===== src/rtl/d19012_uart_rx.sv =====
// d19012_uart_rx: receive PHY for one command UART line.
// Frame: start, 8 data bits LSB first, optional parity bit, one stop bit.
// Each bit is decided by a 3-sample majority vote around mid-bit. The
// stop bit is acted on at its mid-sample, which leaves half a bit of slack
// so that back-to-back frames can resynchronise on the next start edge.
module d19012_uart_rx #(
    parameter int U_DLY      = 1,
    parameter int CLK_FREQ   = 60000000,
    parameter int BAUD_RATE  = 115200,
    parameter int PARITY_EN  = 1,
    parameter int PARITY_ODD = 0
) (
    input  logic       clk_sys,
    input  logic       rst_n,
    input  logic       uart_rx,
    output logic [7:0] rx_data,
    output logic       rx_vld,
    output logic       rx_par_err,
    output logic       rx_frm_err,
    output logic       rx_brk,
    output logic       rx_busy
);

    // U_DLY only matters to simulation models that add register delays; this
    // RTL models none, so the parameter is kept for instantiation compatibility.
    if (U_DLY < 0) begin : g_u_dly_unused
    end

    localparam int          BIT_DIV_I = CLK_FREQ / BAUD_RATE;
    localparam logic [15:0] BIT_DIV   = 16'(BIT_DIV_I);
    localparam logic [15:0] BIT_LAST  = BIT_DIV - 16'd1;
    localparam logic [15:0] SMP_A     = (BIT_DIV >> 1) - 16'd1;
    localparam logic [15:0] SMP_B     = (BIT_DIV >> 1);
    localparam logic [15:0] SMP_C     = (BIT_DIV >> 1) + 16'd1;
    // Break threshold: two full 11-bit frame times of continuous low.
    localparam logic [23:0] BRK_LAST  = 24'(22 * BIT_DIV_I - 1);
    localparam logic        PAR_EN_B  = (PARITY_EN != 0);
    localparam logic        PAR_ODD_B = (PARITY_ODD != 0);

    typedef enum logic [2:0] {
        ST_IDLE     = 3'd0,
        ST_START    = 3'd1,
        ST_DATA     = 3'd2,
        ST_PARITY   = 3'd3,
        ST_STOP     = 3'd4,
        ST_BRK_WAIT = 3'd5
    } state_t;

    // Majority of three samples.
    function automatic logic maj3(input logic a, input logic b, input logic c);
        maj3 = (a & b) | (a & c) | (b & c);
    endfunction

    // High when the received parity bit disagrees with the data byte.
    function automatic logic par_mismatch(input logic [7:0] d, input logic p, input logic odd);
        par_mismatch = (^d) ^ p ^ odd;
    endfunction

    logic        sync1_r, sync2_r, prev_r;
    logic        start_s, line_s, vote_s, mid_s;
    state_t      state_r, state_nxt_s;
    logic [15:0] cnt_r, cnt_nxt_s, cnt_inc_s;
    logic [2:0]  bit_cnt_r, bit_cnt_nxt_s;
    logic [7:0]  shift_r, shift_nxt_s;
    logic [1:0]  smp_r, smp_nxt_s;
    logic        par_bad_r, par_bad_nxt_s;
    logic [23:0] low_cnt_r, low_cnt_nxt_s;
    logic [7:0]  rx_data_r, data_nxt_s;
    logic        rx_vld_r, vld_nxt_s;
    logic        rx_par_err_r, par_err_nxt_s;
    logic        rx_frm_err_r, frm_nxt_s;
    logic        rx_brk_r, brk_nxt_s;
    logic        rx_busy_r, busy_nxt_s;

    assign line_s    = sync2_r;
    assign start_s   = prev_r & ~sync2_r;
    assign vote_s    = maj3(smp_r[1], smp_r[0], line_s);
    assign mid_s     = (cnt_r == SMP_C);
    assign cnt_inc_s = (cnt_r == BIT_LAST) ? 16'd0 : (cnt_r + 16'd1);

    // Two-flop synchroniser plus edge-detect flop, preset high (idle line).
    always_ff @(posedge clk_sys or negedge rst_n) begin
        if (!rst_n) begin
            sync1_r <= 1'b1;
            sync2_r <= 1'b1;
            prev_r  <= 1'b1;
        end else begin
            sync1_r <= uart_rx;
            sync2_r <= sync1_r;
            prev_r  <= sync2_r;
        end
    end

    // Next-state, datapath and output-pulse decode for the receive FSM.
    always_comb begin
        state_nxt_s   = state_r;
        cnt_nxt_s     = cnt_r;
        bit_cnt_nxt_s = bit_cnt_r;
        shift_nxt_s   = shift_r;
        smp_nxt_s     = smp_r;
        par_bad_nxt_s = par_bad_r;
        data_nxt_s    = rx_data_r;
        vld_nxt_s     = 1'b0;
        par_err_nxt_s = 1'b0;
        frm_nxt_s     = 1'b0;

        if (cnt_r == SMP_A) begin
            smp_nxt_s[1] = line_s;
        end else if (cnt_r == SMP_B) begin
            smp_nxt_s[0] = line_s;
        end else begin
            smp_nxt_s = smp_r;
        end

        case (state_r)
            ST_IDLE: begin
                cnt_nxt_s     = 16'd0;
                bit_cnt_nxt_s = 3'd0;
                if (start_s) begin
                    state_nxt_s   = ST_START;
                    par_bad_nxt_s = 1'b0;
                end else begin
                    state_nxt_s = ST_IDLE;
                end
            end
            ST_START: begin
                cnt_nxt_s = cnt_inc_s;
                if (mid_s) begin
                    if (vote_s) begin
                        state_nxt_s = ST_IDLE;
                    end else begin
                        state_nxt_s = ST_DATA;
                    end
                end else begin
                    state_nxt_s = ST_START;
                end
            end
            ST_DATA: begin
                cnt_nxt_s = cnt_inc_s;
                if (mid_s) begin
                    shift_nxt_s = {vote_s, shift_r[7:1]};
                    if (bit_cnt_r == 3'd7) begin
                        bit_cnt_nxt_s = 3'd0;
                        state_nxt_s   = PAR_EN_B ? ST_PARITY : ST_STOP;
                    end else begin
                        bit_cnt_nxt_s = bit_cnt_r + 3'd1;
                    end
                end else begin
                    state_nxt_s = ST_DATA;
                end
            end
            ST_PARITY: begin
                cnt_nxt_s = cnt_inc_s;
                if (mid_s) begin
                    par_bad_nxt_s = par_mismatch(shift_r, vote_s, PAR_ODD_B);
                    state_nxt_s   = ST_STOP;
                end else begin
                    state_nxt_s = ST_PARITY;
                end
            end
            ST_STOP: begin
                cnt_nxt_s = cnt_inc_s;
                if (mid_s) begin
                    if (vote_s) begin
                        vld_nxt_s     = 1'b1;
                        data_nxt_s    = shift_r;
                        par_err_nxt_s = par_bad_r;
                        state_nxt_s   = ST_IDLE;
                    end else begin
                        frm_nxt_s   = 1'b1;
                        cnt_nxt_s   = 16'd0;
                        state_nxt_s = ST_BRK_WAIT;
                    end
                end else begin
                    state_nxt_s = ST_STOP;
                end
            end
            ST_BRK_WAIT: begin
                // Counter measures consecutive high clocks here.
                if (line_s) begin
                    if (cnt_r == BIT_LAST) begin
                        cnt_nxt_s   = 16'd0;
                        state_nxt_s = ST_IDLE;
                    end else begin
                        cnt_nxt_s = cnt_r + 16'd1;
                    end
                end else begin
                    cnt_nxt_s = 16'd0;
                end
            end
            default: begin
                state_nxt_s = ST_IDLE;
                cnt_nxt_s   = 16'd0;
            end
        endcase
    end

    // Continuous-low run length; the break fires once as the run reaches threshold.
    always_comb begin
        low_cnt_nxt_s = low_cnt_r;
        if (line_s) begin
            low_cnt_nxt_s = 24'd0;
        end else if (low_cnt_r <= BRK_LAST) begin
            low_cnt_nxt_s = low_cnt_r + 24'd1;
        end else begin
            low_cnt_nxt_s = low_cnt_r;
        end
        brk_nxt_s  = (state_r != ST_IDLE) && !line_s && (low_cnt_r == BRK_LAST);
        busy_nxt_s = (state_nxt_s != ST_IDLE);
    end

    // FSM state, datapath and registered outputs.
    always_ff @(posedge clk_sys or negedge rst_n) begin
        if (!rst_n) begin
            state_r      <= ST_IDLE;
            cnt_r        <= 16'd0;
            bit_cnt_r    <= 3'd0;
            shift_r      <= 8'h00;
            smp_r        <= 2'b11;
            par_bad_r    <= 1'b0;
            low_cnt_r    <= 24'd0;
            rx_data_r    <= 8'h00;
            rx_vld_r     <= 1'b0;
            rx_par_err_r <= 1'b0;
            rx_frm_err_r <= 1'b0;
            rx_brk_r     <= 1'b0;
            rx_busy_r    <= 1'b0;
        end else begin
            state_r      <= state_nxt_s;
            cnt_r        <= cnt_nxt_s;
            bit_cnt_r    <= bit_cnt_nxt_s;
            shift_r      <= shift_nxt_s;
            smp_r        <= smp_nxt_s;
            par_bad_r    <= par_bad_nxt_s;
            low_cnt_r    <= low_cnt_nxt_s;
            rx_data_r    <= data_nxt_s;
            rx_vld_r     <= vld_nxt_s;
            rx_par_err_r <= par_err_nxt_s;
            rx_frm_err_r <= frm_nxt_s;
            rx_brk_r     <= brk_nxt_s;
            rx_busy_r    <= busy_nxt_s;
        end
    end

    assign rx_data    = rx_data_r;
    assign rx_vld     = rx_vld_r;
    assign rx_par_err = rx_par_err_r;
    assign rx_frm_err = rx_frm_err_r;
    assign rx_brk     = rx_brk_r;
    assign rx_busy    = rx_busy_r;

endmodule


===== config.mk =====
export PLATFORM = sky130hd
export DESIGN_NAME = d19012_uart_rx
export DESIGN_NICKNAME = d
export VERILOG_FILES = /design/src/rtl/d19012_uart_rx.sv
export SDC_FILE = /design/constraint.sdc
export NUM_CORES = 1
export LEC_CHECK = 0
export BUFFER_PORTS_ARGS = -buffer_cell sky130_fd_sc_hd__buf_2
export CAP_MARGIN = 20
export CORE_UTILIZATION = 30
export CTS_CLUSTER_SIZE = 14
export DETAILED_ROUTE_END_ITERATION = 10
export PLACE_DENSITY = 0.45
export SETUP_SLACK_MARGIN = 0.1
export SYNTH_ARGS = -nofsm -noshare
export SYNTH_HDL_FRONTEND = slang
export SYNTH_SLANG_ARGS = --single-unit

===== constraint.sdc =====
create_clock -name clk_sys -period 6.8 [get_ports clk_sys]
set_input_delay 1.36 -clock clk_sys [delete_from_list [all_inputs] [get_ports clk_sys]]
set_output_delay 1.36 -clock clk_sys [all_outputs]
set_load 0.05 [all_outputs]

==> flow_results.org <==
** Synth
- Largest cells by area after synthesis :: dfrtp_1 (48%), xnor2_1 (6.2%), mux2_2 (5.7%), nor2_1 (4.0%), dfstp_2 (3.7%)
- Synthesis handed over a netlist of 330 instances.
- Most frequently used flop master after synthesis :: dfrtp_1
- For this run, the number of Yosys warnings is 0.
- Of the synthesized area, sequential elements account for 52.0%.
- Library cells used by synthesis :: 44
- Top cell type's share of synthesized area :: 48.3%
- Of all flip-flops after synthesis, the portion carrying an async set or reset was 100%.
- Synthesis produced a netlist with a net count of 339.
- After synthesis the cells add up to 3530 µm².
- The biggest area contributor in the post-synthesis netlist is dfrtp_1.
- Counting flops and latches in the post-synthesis netlist gives 73.
- Post-synth EDFFs :: 0
- Mean instance size in the synthesized netlist :: 10.7 µm²

** Power and ir drop
- Internal power comes to 799 µW.
- Of the total power, the share spent switching nets is 24.9%.
- Logic gate share of total power :: 8.7%
- Overall Power :: 1060 µW
- Worst IR Drop VDD :: 0.136 mV
- Power spread over the standard cell area amounts to 263 nW/µm².
- Total net switching power :: 265 µW
- Share of power burned in registers :: 45.5%
- For this design the static power due to leakage is 0.00184 µW.
- Per report_power, the clock group accounts for 45.8% of the total.

** Clock network
- Post-CTS Setup Bufs :: 0
- Num Clock Sinks :: 73
- CTS H-tree lvls :: 3
- For the worst-skew pair, the clock arrives at the later sink with an insertion delay of 0.33 ns.
- Post_cts resized :: 0
- No sink is reached through more buffers than the 2 on the longest clock path.
- For this design, the CTS-stage hold fixing added 0 buffers.
- CTS tree :: yes
- Clock tree synthesis selected as its root buffer the cell clkbuf_16.
- Clock slew at the register clock pins of the worst setup and hold paths :: 0.06 ns
- Clock buffers created by TritonCTS :: 9

** Die
- Horizontal die dimension :: 110 µm
- Die extent in y :: 110 µm
- The floorplan step defined a die boundary enclosing 12200 µm².
- The total area inside the core boundary comes to 11400 µm².
- Pin placement for this block handled 16 I/O pins.
- Row count :: 39
- The initial utilization of the core area, before any placement, comes to 30.9%.

** Routing
- After detailed routing, the total wire length is 6.71 mm.
- Number of iterations in the first detailed-routing pass :: 4
- Vias :: 2387
- Vias per cell :: 4.85
- Starting DRC count in detailed routing :: 76
- Antenna Nets Post-Route :: 0
- After detailed routing, the average wire length per cell comes to 13.6 µm.
- Post-route DRC violation count :: 0

** Critical path
- The worst setup path is captured at a register.
- For this design, the slowest cell found on the critical path is or4_1.
- CP cell instances :: or4_1, or4_1, o21ai_1, nor2b_1, buf_6, nor3b_1
- CP Data Arrival Time :: 3.07 ns
- STA classifies the critical path startpoint as a register.
- STA puts the critical path data required time at 7.00 ns.
- In this run the critical register-to-register path is captured at cnt_r[1]$_DFF_PN0_.
- On the worst path, the slowest cell contributes a delay of 0.66 ns.
- The worst register-to-register path has a depth of 6.
- In this design, the critical path's most frequently occurring cell is or4_1.
- The setup check on the worst reg-to-reg path leaves a slack of 3.93 ns.
- Largest fanout on the critical path :: 9
- Crit Path Category :: register to register
- In this run the critical register-to-register path is launched from cnt_r[11]$_DFF_PN0_.

** Cells and area
- From synthesis to final layout, the design area changed by 15.0%.
- 0 antenna diodes ended up in the layout.
- Proportion of layout cells with a drive suffix above 1 :: 18.3%
- Filler-free cell count of the finished design :: 492
- Top library cells by usage in the layout, fill and taps aside :: dfrtp_1 (68), nor2_1 (38), xnor2_1 (25), nand2_1 (22)
- Total area of multi-input combinational cells :: 1600 µm²
- Net count of the finished layout :: 353
- Layout fillers :: 1152
- Most common cell after layout, fill and taps aside :: dfrtp_1
- Summing all flip-flop and latch instances after layout gives 1830 µm².

** Timing
- Slew of the pin with the lowest slew margin :: 0.915 ns
- Final Hold Vio Count :: 0
- Share of the clock period used by the worst path after layout :: 42.2%
- Max-slew violation count :: 0
- Setup skew after layout :: 0.00610 ns
- For this run, the top clock speed supported by timing is 349 MHz.
- After layout, the worst setup slack is 3.93 ns.
- Adding up every negative setup slack in the final design gives 0 ns.
- Final min period :: 2.87 ns
- Hold timing on the final database bottoms out at a slack of 0.357 ns.
- Setup violations remaining at the end of the flow were counted as 0.
- The worst pin sits at a relative slew slack of 39.0%.
- Setup repair after global routing missed its margin :: false

** GRT
- Antenna violations before repair :: 0
- The first global-routing pass estimated 11.8 mm of wire.
- Leftover overflow at the end of global routing :: 0
- Vias in the first global route :: 2447
- For this run, the total global-route usage over all layers was measured as 12.0%.
- Entering global routing, the biggest net connects 74 pins.

** Hold path
- Along the worst hold path, the cell count comes to 0.
- Worst hold path endpoint :: line_s$_DFF_PN1_
- Startpoint of the worst hold path :: sync1_r$_DFF_PN1_
- Classification of the worst-slack hold path :: register to register

** Placed design
- Worst setup slack after placement :: 3.92 ns
- Placed wire-length estimate after detailed placement :: 4.34 mm
- Placer Congestion :: 0.779
- Count of buffers from port buffering :: 15
- Including well taps, the total number of placed cells is 476.

** Job
- The tool flagged a number of max-cap violations equal to 0.

** Outcome
- The flow ran to the end, and the final reports show no timing, DRC or antenna violations.
==> synthesized netlist by cell type, drive strengths merged, types with 4 or more instances <==
cell / number
dfrtp: 68
nor2: 38
xnor2: 25
nand2: 22
mux2: 19
nand3: 18
nor2b: 14
clkbuf: 12
nand4: 10
nor3: 9
xor2: 8
a211oi: 7
inv: 7
and3: 6
ha: 6
nand3b: 6
a2111oi: 5
dfstp: 5
nor4: 5
a21oi: 4
o21ai: 4
==> layout make-up <==
cell class                 instances  share of cell area [%]
clock inverter                     5                    1.51
timing repair buffer              18                    2.56
tap                              143                    4.41
inverter                           7                   0.648
clock buffer                      11                    6.23
sequential                        73                    45.2
multi-input combinational        235                    39.4
==> critical path, delay by kind of cell (launching register included) <==
kind	cells	cell delay, ns
simple gates	4	1.94
flops	1	0.41
buf+inv	1	0.22
compound gates	1	0.17
==> flip-flops by register name (all words and copies together) (netlist names) <==
signal and flops:
smp_r 2, rx_par_err 1, bit_cnt_r 3, state_r 3, rx_busy 1, rx_vld 1
rx_frm_err 1, sync1_r 1, cnt_r 16, rx_brk 1, rx_data 8, low_cnt_r 24
shift_r 8, prev_r 1, par_bad_r 1, line_s 1
==> worst max path at each step <==
stage,from,endpoint,slack (ns),cells past startpoint
after floorplan,cnt_r[7]$_DFF_PN0_,cnt_r[11]$_DFF_PN0_,4.51,8
after global placement,cnt_r[7]$_DFF_PN0_,cnt_r[9]$_DFF_PN0_,3.68,5
after detailed placement,cnt_r[7]$_DFF_PN0_,cnt_r[9]$_DFF_PN0_,3.92,6
after CTS,cnt_r[7]$_DFF_PN0_,cnt_r[9]$_DFF_PN0_,3.90,6
after global routing,cnt_r[11]$_DFF_PN0_,cnt_r[0]$_DFF_PN0_,3.77,6
final,cnt_r[11]$_DFF_PN0_,cnt_r[1]$_DFF_PN0_,3.93,6
==> kinds of logic (layout without fill, tap and decap cells) <==
family                     Yosys count  in the layout  synth area share (%)
and+or+nand+nor                    149            149                  23.1
DFF                                 73             73                  52.0
xor gates and xnor gates            33             33                  8.20
AOI/OAI and AO/OA                   25             25                  5.00
buffers and inverters               22             41                  2.70
muxes                               21             21                  6.64
adders and majority gates            7              7                  2.41
==> per-layer routing <==
layer | wire length, µm | vias to the layer above | GRT usage (%) | part of all wire [%]
met2 | 3100 | 32 | 18.2 | 46
met5 | 0 | - | 0 | 0
met1 | 3280 | 1170 | 15.8 | 49
met3 | 214 | 8 | 3.84 | 3.2
li1 | - | 1177 | - | -
met4 | 117 | 0 | 4.98 | 1.7
==> power groups by stage <==
| stage | Sequential [µW] | Clock [µW] | Combinational [µW] |
|---|---|---|---|
| 6_report | 484 | 488 | 92.6 |
| 2_1_floorplan | 483 | 0 | 71.5 |
| 3_5_place_dp | 492 | 0 | 94.3 |
| 5_1_grt | 489 | 523 | 109 |
| 4_1_cts | 484 | 507 | 94.8 |
| 3_3_place_gp | 492 | 0 | 91.3 |
==> metrics by stage <==
stage	area, µm²	utilization, %
after floorplan	3530	-
after global placement	3730	32.7
after detailed placement	3740	32.8
after CTS	4050	35.5
after global routing	4050	35.5
final	4050	35.5
Note: power is estimated with default switching activity, not from simulation.
